==> src/rtl/mult_arb_pkg.sv <==
// Shared definitions for the two-requester multiplier arbiter:
// operand/product widths and the arbiter FSM state encoding.
package mult_arb_pkg;

    localparam int OPND_W = 8;
    localparam int PROD_W = 16;

    typedef enum logic [1:0] {
        S_IDLE = 2'b00,
        S_SRV0 = 2'b01,
        S_SRV1 = 2'b10
    } state_t;

endpackage

==> src/rtl/mult_arb_if.sv <==
// Requester-side bus of mult_arb: operand handshakes, results and statistics
// for both requesters. The master modport is the requester side, the slave
// modport is the arbiter side.
interface mult_arb_if;
    import mult_arb_pkg::*;

    logic              req0;
    logic              req1;
    logic [OPND_W-1:0] a0;
    logic [OPND_W-1:0] b0;
    logic [OPND_W-1:0] a1;
    logic [OPND_W-1:0] b1;
    logic              gnt0;
    logic              gnt1;
    logic [PROD_W-1:0] x0;
    logic [PROD_W-1:0] x1;
    logic              x_valid0;
    logic              x_valid1;
    logic [15:0]       cnt0;
    logic [15:0]       cnt1;

    modport master (
        output req0, req1, a0, b0, a1, b1,
        input  gnt0, gnt1, x0, x1, x_valid0, x_valid1, cnt0, cnt1
    );

    modport slave (
        input  req0, req1, a0, b0, a1, b1,
        output gnt0, gnt1, x0, x1, x_valid0, x_valid1, cnt0, cnt1
    );

endinterface

==> src/rtl/mult_arb_mult.sv <==
// Combinational 8x8 unsigned multiplier returning the full 16-bit product.
module mult
    import mult_arb_pkg::*;
(
    input  logic [OPND_W-1:0] a,
    input  logic [OPND_W-1:0] b,
    output logic [PROD_W-1:0] x
);

    assign x = PROD_W'(a) * PROD_W'(b);

endmodule

==> src/rtl/mult_arb.sv <==
// Two-requester arbiter in front of one shared multiplier. Requesters are
// served in bursts of up to BURST transactions; products come back one cycle
// after acceptance, steered to the requester that issued them.
// Optional feature: define MULT_ARB_STAT_EN to build saturating per-port
// transaction counters on cnt0/cnt1 (otherwise they read 0).
module mult_arb
    import mult_arb_pkg::*;
#(
    parameter int BURST = 4
)
(
    input  logic   clk,
    input  logic   rst_n,
    input  logic   halt,
    mult_arb_if.slave bus
);

    localparam logic [3:0] BURST_L = 4'(BURST);

    state_t            state;
    state_t            next_state;
    logic              last;
    logic [3:0]        burst_cnt;
    logic [3:0]        burst_nxt;
    logic              gnt0;
    logic              gnt1;
    logic              txn0;
    logic              txn1;
    logic              txn;
    logic              burst_hit;
    logic [OPND_W-1:0] opa;
    logic [OPND_W-1:0] opb;
    logic [PROD_W-1:0] prod_p0;
    logic [PROD_W-1:0] prod_p1;
    logic              tag_p1;
    logic              vld_p1;
    logic [PROD_W-1:0] hold0;
    logic [PROD_W-1:0] hold1;

    // Grants are masked by halt in the same cycle so nothing new is accepted.
    assign gnt0      = (state == S_SRV0) && !halt;
    assign gnt1      = (state == S_SRV1) && !halt;
    assign txn0      = bus.req0 && gnt0;
    assign txn1      = bus.req1 && gnt1;
    assign txn       = txn0 || txn1;
    assign burst_hit = txn && ((burst_cnt + 4'd1) == BURST_L);
    assign bus.gnt0  = gnt0;
    assign bus.gnt1  = gnt1;

    // Next-state selection: tie from idle goes to the requester not served last.
    always_comb begin
        next_state = state;
        case (state)
            S_IDLE: begin
                if (bus.req0 && bus.req1) next_state = last ? S_SRV0 : S_SRV1;
                else if (bus.req0)        next_state = S_SRV0;
                else if (bus.req1)        next_state = S_SRV1;
            end
            S_SRV0: begin
                if (halt)                        next_state = S_IDLE;
                else if (!bus.req0)              next_state = bus.req1 ? S_SRV1 : S_IDLE;
                else if (burst_hit && bus.req1)  next_state = S_SRV1;
            end
            S_SRV1: begin
                if (halt)                        next_state = S_IDLE;
                else if (!bus.req1)              next_state = bus.req0 ? S_SRV0 : S_IDLE;
                else if (burst_hit && bus.req0)  next_state = S_SRV0;
            end
            default: next_state = S_IDLE;
        endcase
    end

    // Burst length counter: restarts on any state change, saturates at BURST.
    always_comb begin
        burst_nxt = burst_cnt;
        if (next_state != state)              burst_nxt = 4'd0;
        else if (txn && burst_cnt != BURST_L) burst_nxt = burst_cnt + 4'd1;
    end

    // Arbiter state, burst count and last-served requester.
    always_ff @(posedge clk or negedge rst_n) begin
        if (!rst_n) begin
            state     <= S_IDLE;
            burst_cnt <= 4'd0;
            last      <= 1'b1;
        end else begin
            state     <= next_state;
            burst_cnt <= burst_nxt;
            if (txn0)      last <= 1'b0;
            else if (txn1) last <= 1'b1;
        end
    end

    assign opa = txn1 ? bus.a1 : bus.a0;
    assign opb = txn1 ? bus.b1 : bus.b0;

    mult u_mult (
        .a (opa),
        .b (opb),
        .x (prod_p0)
    );

    // Stage p0 -> p1: capture product with its destination tag.
    always_ff @(posedge clk or negedge rst_n) begin
        if (!rst_n) begin
            vld_p1  <= 1'b0;
            tag_p1  <= 1'b0;
            prod_p1 <= '0;
        end else begin
            vld_p1 <= txn;
            if (txn) begin
                prod_p1 <= prod_p0;
                tag_p1  <= txn1;
            end
        end
    end

    // Per-port hold of the last delivered product so each output stays stable.
    always_ff @(posedge clk or negedge rst_n) begin
        if (!rst_n) begin
            hold0 <= '0;
            hold1 <= '0;
        end else if (vld_p1) begin
            if (tag_p1) hold1 <= prod_p1;
            else        hold0 <= prod_p1;
        end
    end

    assign bus.x_valid0 = vld_p1 && !tag_p1;
    assign bus.x_valid1 = vld_p1 &&  tag_p1;
    assign bus.x0       = bus.x_valid0 ? prod_p1 : hold0;
    assign bus.x1       = bus.x_valid1 ? prod_p1 : hold1;

`ifdef MULT_ARB_STAT_EN
    logic [15:0] cnt0;
    logic [15:0] cnt1;

    function automatic logic [15:0] sat_inc(input logic [15:0] v);
        return (v == 16'hFFFF) ? v : v + 16'd1;
    endfunction

    // Saturating accepted-transaction counters per port.
    always_ff @(posedge clk or negedge rst_n) begin
        if (!rst_n) begin
            cnt0 <= '0;
            cnt1 <= '0;
        end else begin
            if (txn0) cnt0 <= sat_inc(cnt0);
            if (txn1) cnt1 <= sat_inc(cnt1);
        end
    end

    assign bus.cnt0 = cnt0;
    assign bus.cnt1 = cnt1;
`else
    assign bus.cnt0 = '0;
    assign bus.cnt1 = '0;
`endif

endmodule

==> src/flat_wrapper.sv <==
// flat-port wrapper written by rule: the top's interface ports become plain ports
module mult_arb_flat import mult_arb_pkg::*;
#(
    parameter int BURST = 4
)
  (clk, rst_n, halt, bus_req0, bus_req1, bus_a0, bus_b0, bus_a1, bus_b1, bus_gnt0, bus_gnt1, bus_x0, bus_x1, bus_x_valid0, bus_x_valid1, bus_cnt0, bus_cnt1);
  mult_arb_if bus_i ();
  input  logic clk;
  input  logic rst_n;
  input  logic halt;
  input wire logic [$bits(bus_i.req0)-1:0] bus_req0;
  input wire logic [$bits(bus_i.req1)-1:0] bus_req1;
  input wire logic [$bits(bus_i.a0)-1:0] bus_a0;
  input wire logic [$bits(bus_i.b0)-1:0] bus_b0;
  input wire logic [$bits(bus_i.a1)-1:0] bus_a1;
  input wire logic [$bits(bus_i.b1)-1:0] bus_b1;
  output wire logic [$bits(bus_i.gnt0)-1:0] bus_gnt0;
  output wire logic [$bits(bus_i.gnt1)-1:0] bus_gnt1;
  output wire logic [$bits(bus_i.x0)-1:0] bus_x0;
  output wire logic [$bits(bus_i.x1)-1:0] bus_x1;
  output wire logic [$bits(bus_i.x_valid0)-1:0] bus_x_valid0;
  output wire logic [$bits(bus_i.x_valid1)-1:0] bus_x_valid1;
  output wire logic [$bits(bus_i.cnt0)-1:0] bus_cnt0;
  output wire logic [$bits(bus_i.cnt1)-1:0] bus_cnt1;
  assign bus_i.req0 = bus_req0;
  assign bus_i.req1 = bus_req1;
  assign bus_i.a0 = bus_a0;
  assign bus_i.b0 = bus_b0;
  assign bus_i.a1 = bus_a1;
  assign bus_i.b1 = bus_b1;
  assign bus_gnt0 = bus_i.gnt0;
  assign bus_gnt1 = bus_i.gnt1;
  assign bus_x0 = bus_i.x0;
  assign bus_x1 = bus_i.x1;
  assign bus_x_valid0 = bus_i.x_valid0;
  assign bus_x_valid1 = bus_i.x_valid1;
  assign bus_cnt0 = bus_i.cnt0;
  assign bus_cnt1 = bus_i.cnt1;
  mult_arb #(.BURST(BURST)) u_core (.clk(clk), .rst_n(rst_n), .halt(halt), .bus(bus_i));
endmodule
==> config.mk <==
export PLATFORM = sky130hd
export DESIGN_NAME = mult_arb_flat
export DESIGN_NICKNAME = d
export VERILOG_FILES = /design/src/rtl/mult_arb_pkg.sv /design/src/rtl/mult_arb_if.sv /design/src/rtl/mult_arb_mult.sv /design/src/rtl/mult_arb.sv /design/src/flat_wrapper.sv
export SDC_FILE = /design/constraint.sdc
export NUM_CORES = 1
export LEC_CHECK = 0
export ABC_AREA = 1
export BUFFER_PORTS_ARGS = -buffer_cell sky130_fd_sc_hd__buf_2
export CORE_ASPECT_RATIO = 0.7
export CORE_UTILIZATION = 60
export CTS_CLUSTER_DIAMETER = 120
export CTS_CLUSTER_SIZE = 30
export DETAILED_ROUTE_END_ITERATION = 6
export PLACE_DENSITY_LB_ADDON = 0.3
export SKIP_LAST_GASP = 1
export SYNTH_ARGS = -nofsm -noshare
export SYNTH_HDL_FRONTEND = slang
export SYNTH_SLANG_ARGS = --single-unit
==> constraint.sdc <==
create_clock -name clk -period 14.2 [get_ports clk]
set_clock_uncertainty 0.1 [all_clocks]
set_input_delay 2.13 -clock clk [delete_from_list [all_inputs] [get_ports clk]]
set_output_delay 2.13 -clock clk [all_outputs]
set_load 0.005 [all_outputs]
==> flow_summary.json, run 1 <==
{
  "status": "finished clean",
  "track_usage": 0.274,
  "grt_pass1_vias": 3943,
  "yosysMostFrequentCell": "nand2_1",
  "dpl.cell_count": 782,
  "gp_congestion": 0.847,
  "die_w_um": 110,
  "clockPowerShare": 0.174,
  "crit_arrival_ns": 7.11,
  "worstPathRequired_ns": 14.30,
  "drive_above_1_share": 0.181,
  "antenna-diode-count": 0,
  "synth-edff-count": 0,
  "synth_flop_cell": "dfrtp_1",
  "worst_slew_pin_slew_ns": 0.942,
  "overflow": 0,
  "avgSynthCellArea_sq_um": 7.90,
  "worst_setup_path_start_kind": "primary input",
  "cts.hold.buffers_added": 0,
  "antenna_found_initial": 0,
  "synthCells": 621,
  "cts_sinks": 57,
  "crit_path_end": "u_core.prod_p1[14]",
  "r2r_start": "u_core.state[1]",
  "maxCapViolations": 0,
  "via_per_inst": 5.18,
  "final.min_clock_period_ns": 7.01,
  "ir_drop_v": 0.000144,
  "die_y_um": 77.7,
  "synthXorXnorAreaFrac": 0.0125,
  "fin_ws_ns": 7.19,
  "die_area_sq_um": 8550,
  "power.density_nw_per_um2": 230,
  "switchingPower_mw": 0.596,
  "path_class": "in -> reg",
  "fin_nets": 804,
  "post_cts_buffers": 0,
  "setup_viol": 0,
  "rr_worst_depth": 19,
  "synth-compound-area-share": 0.0982,
  "drt_iter0_drc": 285,
  "root_buffer": "clkbuf_16",
  "power_frac_seq": 0.205,
  "timing.rr.end": "u_core.prod_p1[14]",
  "synth_top_area_cell": "dfrtp_1",
  "grt_first_pass_wirelength_mm": 18.1,
  "cts_tree": "built",
  "switching_share": 0.468,
  "p_int_mw": 0.677,
  "ant_nets": 0,
  "ys_top_cells_by_count": "116 x nand2_1, 101 x inv_1, 73 x nor2_1",
  "hold_viol": 0,
  "synth_seq_cells": 57,
  "htree_levels": 3,
  "synth_top_family_by_area": "adder cells",
  "synthArstFlopShare": 1.00,
  "leakage_nw": 3.14,
  "ctsLongestPathBuffers": 2,
  "synthAdderAreaFrac": 0.246,
  "core_region_area_sq_um": 7910,
  "netlist_area_sq_um": 4910,
  "start_util": 0.621,
  "synth.area.top_cells": "dfrtp_1 29%, fa_1 15%, ha_1 9.9%",
  "finalWirelength_mm": 11.0,
  "path_max_fanout": 33,
  "postCtsResizedCells": 0,
  "clk_pin_slew_worst_paths_ns": 0.05,
  "rsz0062_at_grt": "false",
  "wl_per_cell_um": 13.8,
  "ff2ff_setup_slack_ns": 8.69,
  "place_hpwl_mm": 8.80,
  "cts_made_buffers": 9,
  "min_path_type": "reg -> reg",
  "total_power_mw": 1.27,
  "synth_warnings": 0,
  "critPathLaunch": "bus_req1",
  "ios": 105,
  "portBuffers": 72,
  "area_growth_pct": 13.0,
  "fmaxAchievable_mhz": 143,
  "rows": 27,
  "synth_top_area_share": 0.286,
  "grt_start_max_net_pins": 58,
  "post-route-drc-count": 0,
  "slew_violations": 0,
  "endpoint_kind": "flop",
  "pre_cts_slack_ns": 6.91,
  "final_cells": 798,
  "combPwrFrac": 0.620,
  "ys_seq_area_frac": 0.291,
  "tns_ns": 0,
  "num_vias": 4132,
  "synthDistinctLibCells": 35,
  "first_pass_iters": 5,
  "clk_latency_ns": 0.32,
  "synth-simple-area-share": 0.193,
  "synthMuxAreaShare": 0.00663,
  "post-route-period-util": 0.494,
  "slew_headroom": 0.370
}
## power groups by stage
| stage | Sequential [mW] | Clock (mW) | Combinational, mW |
|---|---|---|---|
| 5_1_grt | 0.268 | 0.229 | 0.909 |
| 3_5_place_dp | 0.263 | 0 | 0.781 |
| 2_1_floorplan | 0.255 | 0 | 0.575 |
| 4_1_cts | 0.261 | 0.224 | 0.790 |
| 3_3_place_gp | 0.260 | 0 | 0.770 |
| 6_report | 0.261 | 0.222 | 0.790 |
## cell families after synthesis
family | count (synthesis)
AND/OR/NAND/NOR | 227
buffers and inverters | 165
AO/OA/AOI/OAI | 87
adder cells (fa/ha/maj) | 75
flip-flops | 57
XOR/XNOR | 7
multiplexers | 2
other | 1
## how the worst min path moves through the flow
stage                            start                  to  slack [ns]  cells past startpoint
finish              u_core.prod_p1[15]  u_core.prod_p1[15]        0.39                      2
global route           u_core.hold1[1]     u_core.hold1[1]        0.41                      2
CTS                    u_core.hold1[2]     u_core.hold1[2]        0.39                      2
detailed placement     u_core.hold0[1]     u_core.hold0[1]        0.38                      2
global placement       u_core.hold1[9]     u_core.hold1[9]        0.37                      2
floorplan           u_core.prod_p1[15]  u_core.prod_p1[15]        0.35                      2
## worst max-delay path: stages
cell and delay, ns:
buf_2 0.13, inv_2 0.07, nor2_2 0.04, nand2_2 0.51, mux2i_1 0.71, nor2_1 0.11
fa_1 0.53, fa_1 0.44, fa_1 0.54, inv_1 0.05, fa_1 0.52, inv_1 0.04
ha_1 0.37, nand2_1 0.11, o21ai_0 0.36, nand2_1 0.14, nand3_1 0.11, nand2_1 0.05
nand3_1 0.06, o21ai_0 0.08
## per-stage QoR
stage	util	hold WS, ns	cell area, sq um
detailed placement	0.661	0.378	5230
global placement	0.661	0.371	5230
global route	0.701	0.410	5540
CTS	0.701	0.390	5540
floorplan	-	0.353	5020
finish	0.701	0.388	5540
## flip-flops by register name, summed over array words and instances (netlist names)
register,flops
u_core.state,2
u_core.burst_cnt,4
u_core.vld_p1,1
u_core.prod_p1,16
u_core.hold0,16
u_core.last,1
u_core.tag_p1,1
u_core.hold1,16
## cell usage in the layout (no fill, tap or decap), drive strengths merged
master    netlist  final
a31oi           1      1
conb            1     32
nor3            1      1
o211a           1      1
clkinv          0      1
clkbuf          9     12
mux2i           2      2
dfstp           1      1
a21oi          12     12
inv           121    121
xor2            5      5
a211oi          1      1
o21ai          68     68
xnor2           2      2
clkinvlp        0      2
o22ai           2      2
nor2           77     77
nand4          10     10
nand3          17     17
o21bai          1      1
bufinv          0      1
dfrtp          56     56
nand2         120    120
ha             39     39
a21o            1      1
or2             2      2
buf            35     73
fa             36     36
## metal layers
| metal | GRT usage | vias to the layer above | part of all wire |
|---|---|---|---|
| met5 | 0 | - | 0 |
| li1 | - | 1997 | - |
| met3 | 0.0748 | 2 | 0.068 |
| met2 | 0.426 | 146 | 0.45 |
| met1 | 0.391 | 1987 | 0.48 |
| met4 | 0.0387 | 0 | 0.0013 |
## area by class of cell
| type | instances | area (sq um) |
|---|---|---|
| multi-input cells | 430 | 2850 |
| flip-flops and latches | 57 | 1430 |
| clock inverters | 4 | 50.0 |
| well taps | 101 | 126 |
| repair buffers | 73 | 368 |
| fillers | 647 | 2360 |
| inverters | 121 | 454 |
| clock buffers | 12 | 267 |
Note: power is estimated with default switching activity, not from simulation.
==> inputs of run 2 (changes only) <==
--- a/config.mk
+++ b/config.mk
@@ -5,10 +5,10 @@
 export SDC_FILE = /design/constraint.sdc
 export NUM_CORES = 1
 export LEC_CHECK = 0
-export ABC_AREA = 1
+export ABC_AREA = 0
 export BUFFER_PORTS_ARGS = -buffer_cell sky130_fd_sc_hd__buf_2
 export CORE_ASPECT_RATIO = 0.7
-export CORE_UTILIZATION = 60
+export CORE_UTILIZATION = 51
 export CTS_CLUSTER_DIAMETER = 120
 export CTS_CLUSTER_SIZE = 30
 export DETAILED_ROUTE_END_ITERATION = 6
==> constraint.sdc (replaced) <==
create_clock -name clk -period 5.8 [get_ports clk]
set_clock_uncertainty 0.1 [all_clocks]
set_input_delay 0.87 -clock clk [delete_from_list [all_inputs] [get_ports clk]]
set_output_delay 0.87 -clock clk [all_outputs]
set_load 0.005 [all_outputs]
==> run 2 against run 1 <==
Net effect: utilization shrank 6.9 points; count of clock-buffer cells in the layout fell by 3; area after synthesis barely moved; setup slack lost 7.0 ns; total power rose by 140%; critical endpoint is now u_core.prod_p1[13]; largest cell class unchanged; largest power group unchanged.
==> flow_summary.json, run 2 <==
{
  "status": "finished clean",
  "start_util": 0.534,
  "ff2ff_setup_slack_ns": 0.41,
  "final_common_cell": "buf_2",
  "min_path_type": "reg -> reg",
  "clk_latency_ns": 0.33,
  "grt_start_max_net_pins": 58,
  "grt_first_pass_wirelength_mm": 18.5,
  "ys_seq_area_frac": 0.291,
  "final.min_clock_period_ns": 5.58,
  "worstPathRequired_ns": 5.91,
  "critical-path-slowest-cell": "fa_1",
  "postCtsResizedCells": 0,
  "worst_slew_pin_slew_ns": 0.725,
  "ctsLongestPathBuffers": 2,
  "synthArstFlopShare": 1.00,
  "maxCapViolations": 0,
  "synth_flop_cell": "dfrtp_1",
  "netlist_area_sq_um": 4900,
  "layout_common_cells": "72 x buf_2, 62 x nor2_1, 56 x dfrtp_1",
  "area_growth_pct": 18.4,
  "track_usage": 0.235,
  "cts_tree": "built",
  "rr_worst_depth": 16,
  "via_per_inst": 5.21,
  "path_buf_inv": 4,
  "total_power_mw": 3.03,
  "crit_arrival_ns": 5.69,
  "synth_seq_cells": 57,
  "endpoint_kind": "flop",
  "avgSynthCellArea_sq_um": 10.0,
  "core_region_area_sq_um": 9180,
  "power.density_nw_per_um2": 523,
  "cts_made_buffers": 9,
  "synth_top_area_share": 0.286,
  "synthCells": 489,
  "antenna_found_initial": 0,
  "synth-edff-count": 0,
  "timing.rr.end": "u_core.prod_p1[13]",
  "fin_nets": 703,
  "post_cts_buffers": 0,
  "first_pass_iters": 5,
  "clk_pin_slew_worst_paths_ns": 0.05,
  "synth_warnings": 0,
  "worst_setup_path_start_kind": "primary input",
  "htree_levels": 3,
  "path_common_cell": "fa_1",
  "ios": 105,
  "final_cells": 720,
  "critPathLaunch": "halt",
  "n_fill_cell": 758,
  "ant_nets": 0,
  "path_class": "in -> reg",
  "fin_util": 0.632,
  "antenna-diode-count": 0,
  "cp_num_cells": 17,
  "path_max_fanout": 7,
  "place_hpwl_mm": 8.60,
  "reg_top3": "u_core.hold0 x16, u_core.hold1 x16, u_core.prod_p1 x16",
  "post-route-drc-count": 0,
  "max_stage_delay_ns": 0.55,
  "ys_top_cells_by_count": "62 x nor2_1, 56 x dfrtp_1, 53 x inv_1",
  "portBuffers": 72,
  "num_vias": 3751,
  "leakage_nw": 3.10,
  "synth.area.top_cells": "dfrtp_1 29%, fa_1 15%, ha_1 10%",
  "setup_viol": 0,
  "critPathTopFamily": "adder cells",
  "crit_path_end": "u_core.prod_p1[13]",
  "wl_per_cell_um": 15.3,
  "root_buffer": "clkbuf_16",
  "drt_iter0_drc": 227,
  "overflow": 0,
  "ir_drop_v": 0.000368,
  "cts_sinks": 57,
  "drive_above_1_share": 0.285,
  "gp_congestion": 0.835,
  "dpl.cell_count": 704,
  "finalWirelength_mm": 11.1,
  "synthDistinctLibCells": 61,
  "yosysMostFrequentCell": "nor2_1",
  "multi_input_area_sq_um": 3080,
  "die_area_sq_um": 10000,
  "die_y_um": 84.0,
  "die_w_um": 119,
  "path_cells": "buf_2 -> and4bb_2 -> mux2i_1 -> or2_1 -> fa_1 -> fa_1 -> inv_1 -> fa_1 -> inv_1 -> fa_1 -> inv_1 -> ha_1 -> o21a_1 -> o31a_1 -> o211ai_1 -> a21o_1 -> a31o_2",
  "cts.hold.buffers_added": 0,
  "hold_viol": 0,
  "rsz0062_at_grt": "false",
  "slew_violations": 0,
  "r2r_start": "u_core.state[0]",
  "seq_area_sq_um": 1430,
  "slew_headroom": 0.513,
  "synth_top_area_cell": "dfrtp_1",
  "grt_pass1_vias": 3825,
  "rows": 29,
  "fmaxAchievable_mhz": 179,
  "post-route-period-util": 0.962
}
-- run 2: changes by cell type in the layout (fill, tap and decap cells not counted), moves of 12 or more --
cell	previous run	this run
buf_4	1	31
nand3_1	17	4
o21ai_0	52	14
nand2_1	116	26
inv_1	101	53
mux2i_1	1	18
inv_2	20	1
mux2_2	0	32
o21ai_1	12	0
-- run 2: power breakdown --
part / switching [mW] / internal, mW / total, mW
clock: 0.190 / 0.423 / 0.614
combinational: 0.968 / 0.794 / 1.76
sequential: 0.0934 / 0.566 / 0.659
-- run 2: kinds of logic after synthesis --
family,Yosys count,share of synthesized area
AND/OR/NAND/NOR,141,0.145
other,1,0.000765
buffers and inverters,97,0.105
multiplexers,51,0.113
XOR/XNOR,6,0.0107
AO/OA/AOI/OAI,61,0.0881
adder cells (fa/ha/maj),75,0.247
flip-flops,57,0.291
-- run 2: final cells by class --
type,count,area share
clock inverters,7,0.0213
repair buffers,103,0.102
clock buffers,9,0.0388
well taps,124,0.0267
flip-flops and latches,57,0.246
inverters,54,0.0349
multi-input cells,366,0.530
-- run 2: through the flow --
step / TNS [ns] / hold WS (ns) / setup slack (ns) / area [sq um]
detailed placement: -0.138 / 0.381 / -0.0653 / 5460
global route: 0 / 0.405 / 0.00716 / 5800
floorplan: 0 / 0.358 / 0.311 / 5020
finish: 0 / 0.394 / 0.219 / 5800
CTS: 0 / 0.394 / 0.237 / 5800
global placement: -0.0108 / 0.376 / -0.0108 / 5460
-- run 2: worst min path at each step --
stage | startpoint | end | slack, ns | cells past startpoint
final | u_core.hold0[15] | u_core.hold0[15] | 0.39 | 1
after global placement | u_core.hold0[8] | u_core.hold0[8] | 0.38 | 1
after floorplan | u_core.prod_p1[1] | u_core.prod_p1[1] | 0.36 | 2
after global routing | u_core.hold1[1] | u_core.hold1[1] | 0.40 | 1
after detailed placement | u_core.hold1[8] | u_core.hold1[8] | 0.38 | 1
after CTS | u_core.hold1[8] | u_core.hold1[8] | 0.39 | 1
-- run 2: per-layer routing --
layer | global-route usage | routed length (um) | vias to the layer above
met3 | 0.0533 | 484 | 11
met2 | 0.379 | 5300 | 83
met5 | 0 | 0 | -
met4 | 0.0552 | 87 | 0
li1 | - | - | 1783
met1 | 0.322 | 5180 | 1874
==> inputs of run 3 (changes only) <==
--- a/config.mk
+++ b/config.mk
@@ -12,6 +12,7 @@
 export CTS_CLUSTER_DIAMETER = 120
 export CTS_CLUSTER_SIZE = 30
 export DETAILED_ROUTE_END_ITERATION = 6
+export MAX_ROUTING_LAYER = met4
 export PLACE_DENSITY_LB_ADDON = 0.3
 export SKIP_LAST_GASP = 1
 export SYNTH_ARGS = -nofsm -noshare
==> run 3 against run 2 <==
Net effect: die area stayed put; sequential share of layout area is 0.13 points higher; flip-flop and latch count stayed put; total power is 1.3% lower; count of clock-buffer cells in the layout is 3 higher; largest power group unchanged; highest routed layer unchanged.
==> flow_summary.json, run 3 (synthesis results as in run 2) <==
{
  "die_area_sq_um": 10000,
  "post_cts_buffers": 0,
  "leakage_nw": 3.08,
  "ant_nets": 0,
  "core_region_area_sq_um": 9180,
  "wl_per_cell_um": 15.3,
  "cts.hold.buffers_added": 0,
  "first_pass_iters": 4,
  "fin_ws_ns": 0.251,
  "cts_made_buffers": 9,
  "final.min_clock_period_ns": 5.55,
  "status": "finished clean",
  "final_common_cell": "buf_2",
  "worst_slew_pin_slew_ns": 0.752,
  "antenna_found_initial": 0,
  "setup_viol": 0,
  "place_hpwl_mm": 8.62,
  "path_max_fanout": 7,
  "n_fill_cell": 764,
  "clk_pin_slew_worst_paths_ns": 0.05,
  "fin_util": 0.629,
  "worstPathRequired_ns": 5.92,
  "ir_drop_v": 0.000323,
  "fin_nets": 700,
  "htree_levels": 3,
  "finalWirelength_mm": 10.9,
  "final_area_sq_um": 5770,
  "multi_input_area_sq_um": 3080,
  "tns_ns": 0,
  "start_util": 0.534,
  "rows": 29,
  "layout_common_cells": "72 x buf_2, 62 x nor2_1, 56 x dfrtp_1",
  "drt_iter0_drc": 276,
  "min_path_type": "reg -> reg",
  "drive_above_1_share": 0.282,
  "slew_violations": 0,
  "maxCapViolations": 0,
  "rsz0062_at_grt": "false",
  "die_w_um": 119,
  "slew_headroom": 0.498,
  "root_buffer": "clkbuf_16",
  "ctsLongestPathBuffers": 2,
  "post-route-drc-count": 0,
  "cts_sinks": 57,
  "die_y_um": 84.0,
  "fmaxAchievable_mhz": 180,
  "post-route-period-util": 0.957,
  "cts_tree": "built",
  "hold_viol": 0,
  "grt_start_max_net_pins": 58,
  "crit_arrival_ns": 5.67,
  "clk_latency_ns": 0.32,
  "ios": 105,
  "postCtsResizedCells": 0,
  "reg_top3": "u_core.hold0 x16, u_core.hold1 x16, u_core.prod_p1 x16",
  "overflow": 0,
  "pre_cts_slack_ns": -0.0512,
  "gp_congestion": 0.885,
  "grt_pass1_vias": 3777,
  "path_class": "in -> reg",
  "endpoint_kind": "flop",
  "portBuffers": 72,
  "num_vias": 3801,
  "placedInstanceArea_sq_um": 5430,
  "antenna-diode-count": 0,
  "power.density_nw_per_um2": 519,
  "via_per_inst": 5.30,
  "area_growth_pct": 17.8,
  "total_power_mw": 2.99,
  "seq_area_sq_um": 1430,
  "worst_setup_path_start_kind": "primary input",
  "grt_first_pass_wirelength_mm": 18.2,
  "track_usage": 0.240
}
run 3: cell count changes in the layout (fill, tap and decap cells not counted), sizes merged:
| cell | before | now |
|---|---|---|
| clkinvlp | 1 | 0 |
| clkbuf | 9 | 12 |
| bufinv | 3 | 2 |
| clkinv | 0 | 2 |
| buf | 103 | 100 |
| inv | 57 | 54 |
run 3: final timing paths:
kind	startpoint	to	slack (ns)	cells past startpoint
worst max-delay path	halt	u_core.prod_p1[13]	0.25	17
worst min-delay path	u_core.hold0[10]	u_core.hold0[10]	0.39	1
worst max register to register	u_core.state[0]	u_core.prod_p1[13]	0.45	16
worst min register to register	u_core.hold0[10]	u_core.hold0[10]	0.39	1
max in group asynchronous	rst_n	u_core.hold1[10]	4.53	2
min in group asynchronous	rst_n	u_core.state[1]	0.57	2
run 3: layout make-up:
class / count / share of cell area
Clock buffer: 12 / 0.0462
Clock inverter: 4 / 0.0128
Inverter: 54 / 0.0351
Multi-Input combinational cell: 366 / 0.533
Sequential cell: 57 / 0.247
Tap cell: 124 / 0.0269
Timing Repair Buffer: 100 / 0.0988
run 3: critical path, cell delays in order:
cell and delay, ns:
buf_2 0.14, and4bb_2 0.50, mux2i_1 0.42, or2_1 0.18, fa_1 0.47, fa_1 0.57
inv_1 0.06, fa_1 0.54, inv_1 0.06, fa_1 0.53, inv_1 0.04, ha_1 0.30
o21a_1 0.12, o31a_1 0.24, o211ai_1 0.18, a21o_1 0.21, a31o_2 0.23
run 3: layer usage:
layer / wire length (um) / vias up / part of all wire / GRT usage
met3: 624 / 14 / 0.057 / 0.0560
met2: 5250 / 114 / 0.48 / 0.369
met4: 110 / 0 / 0.010 / 0.0529
met5: 0 / - / 0 / -
li1: - / 1777 / - / -
met1: 4970 / 1896 / 0.45 / 0.322
run 3: through the flow:
stage / hold WS, ns / cells
4_1_cts: 0.393 / 717
6_report: 0.391 / 717
2_1_floorplan: 0.358 / 520
3_5_place_dp: 0.380 / 701
5_1_grt: 0.401 / 717
3_3_place_gp: 0.374 / 701
run 3: power by group:
part	internal, mW	total, mW	switching [mW]
Clock	0.411	0.591	0.181
Combinational	0.796	1.75	0.951
Sequential	0.566	0.655	0.0895
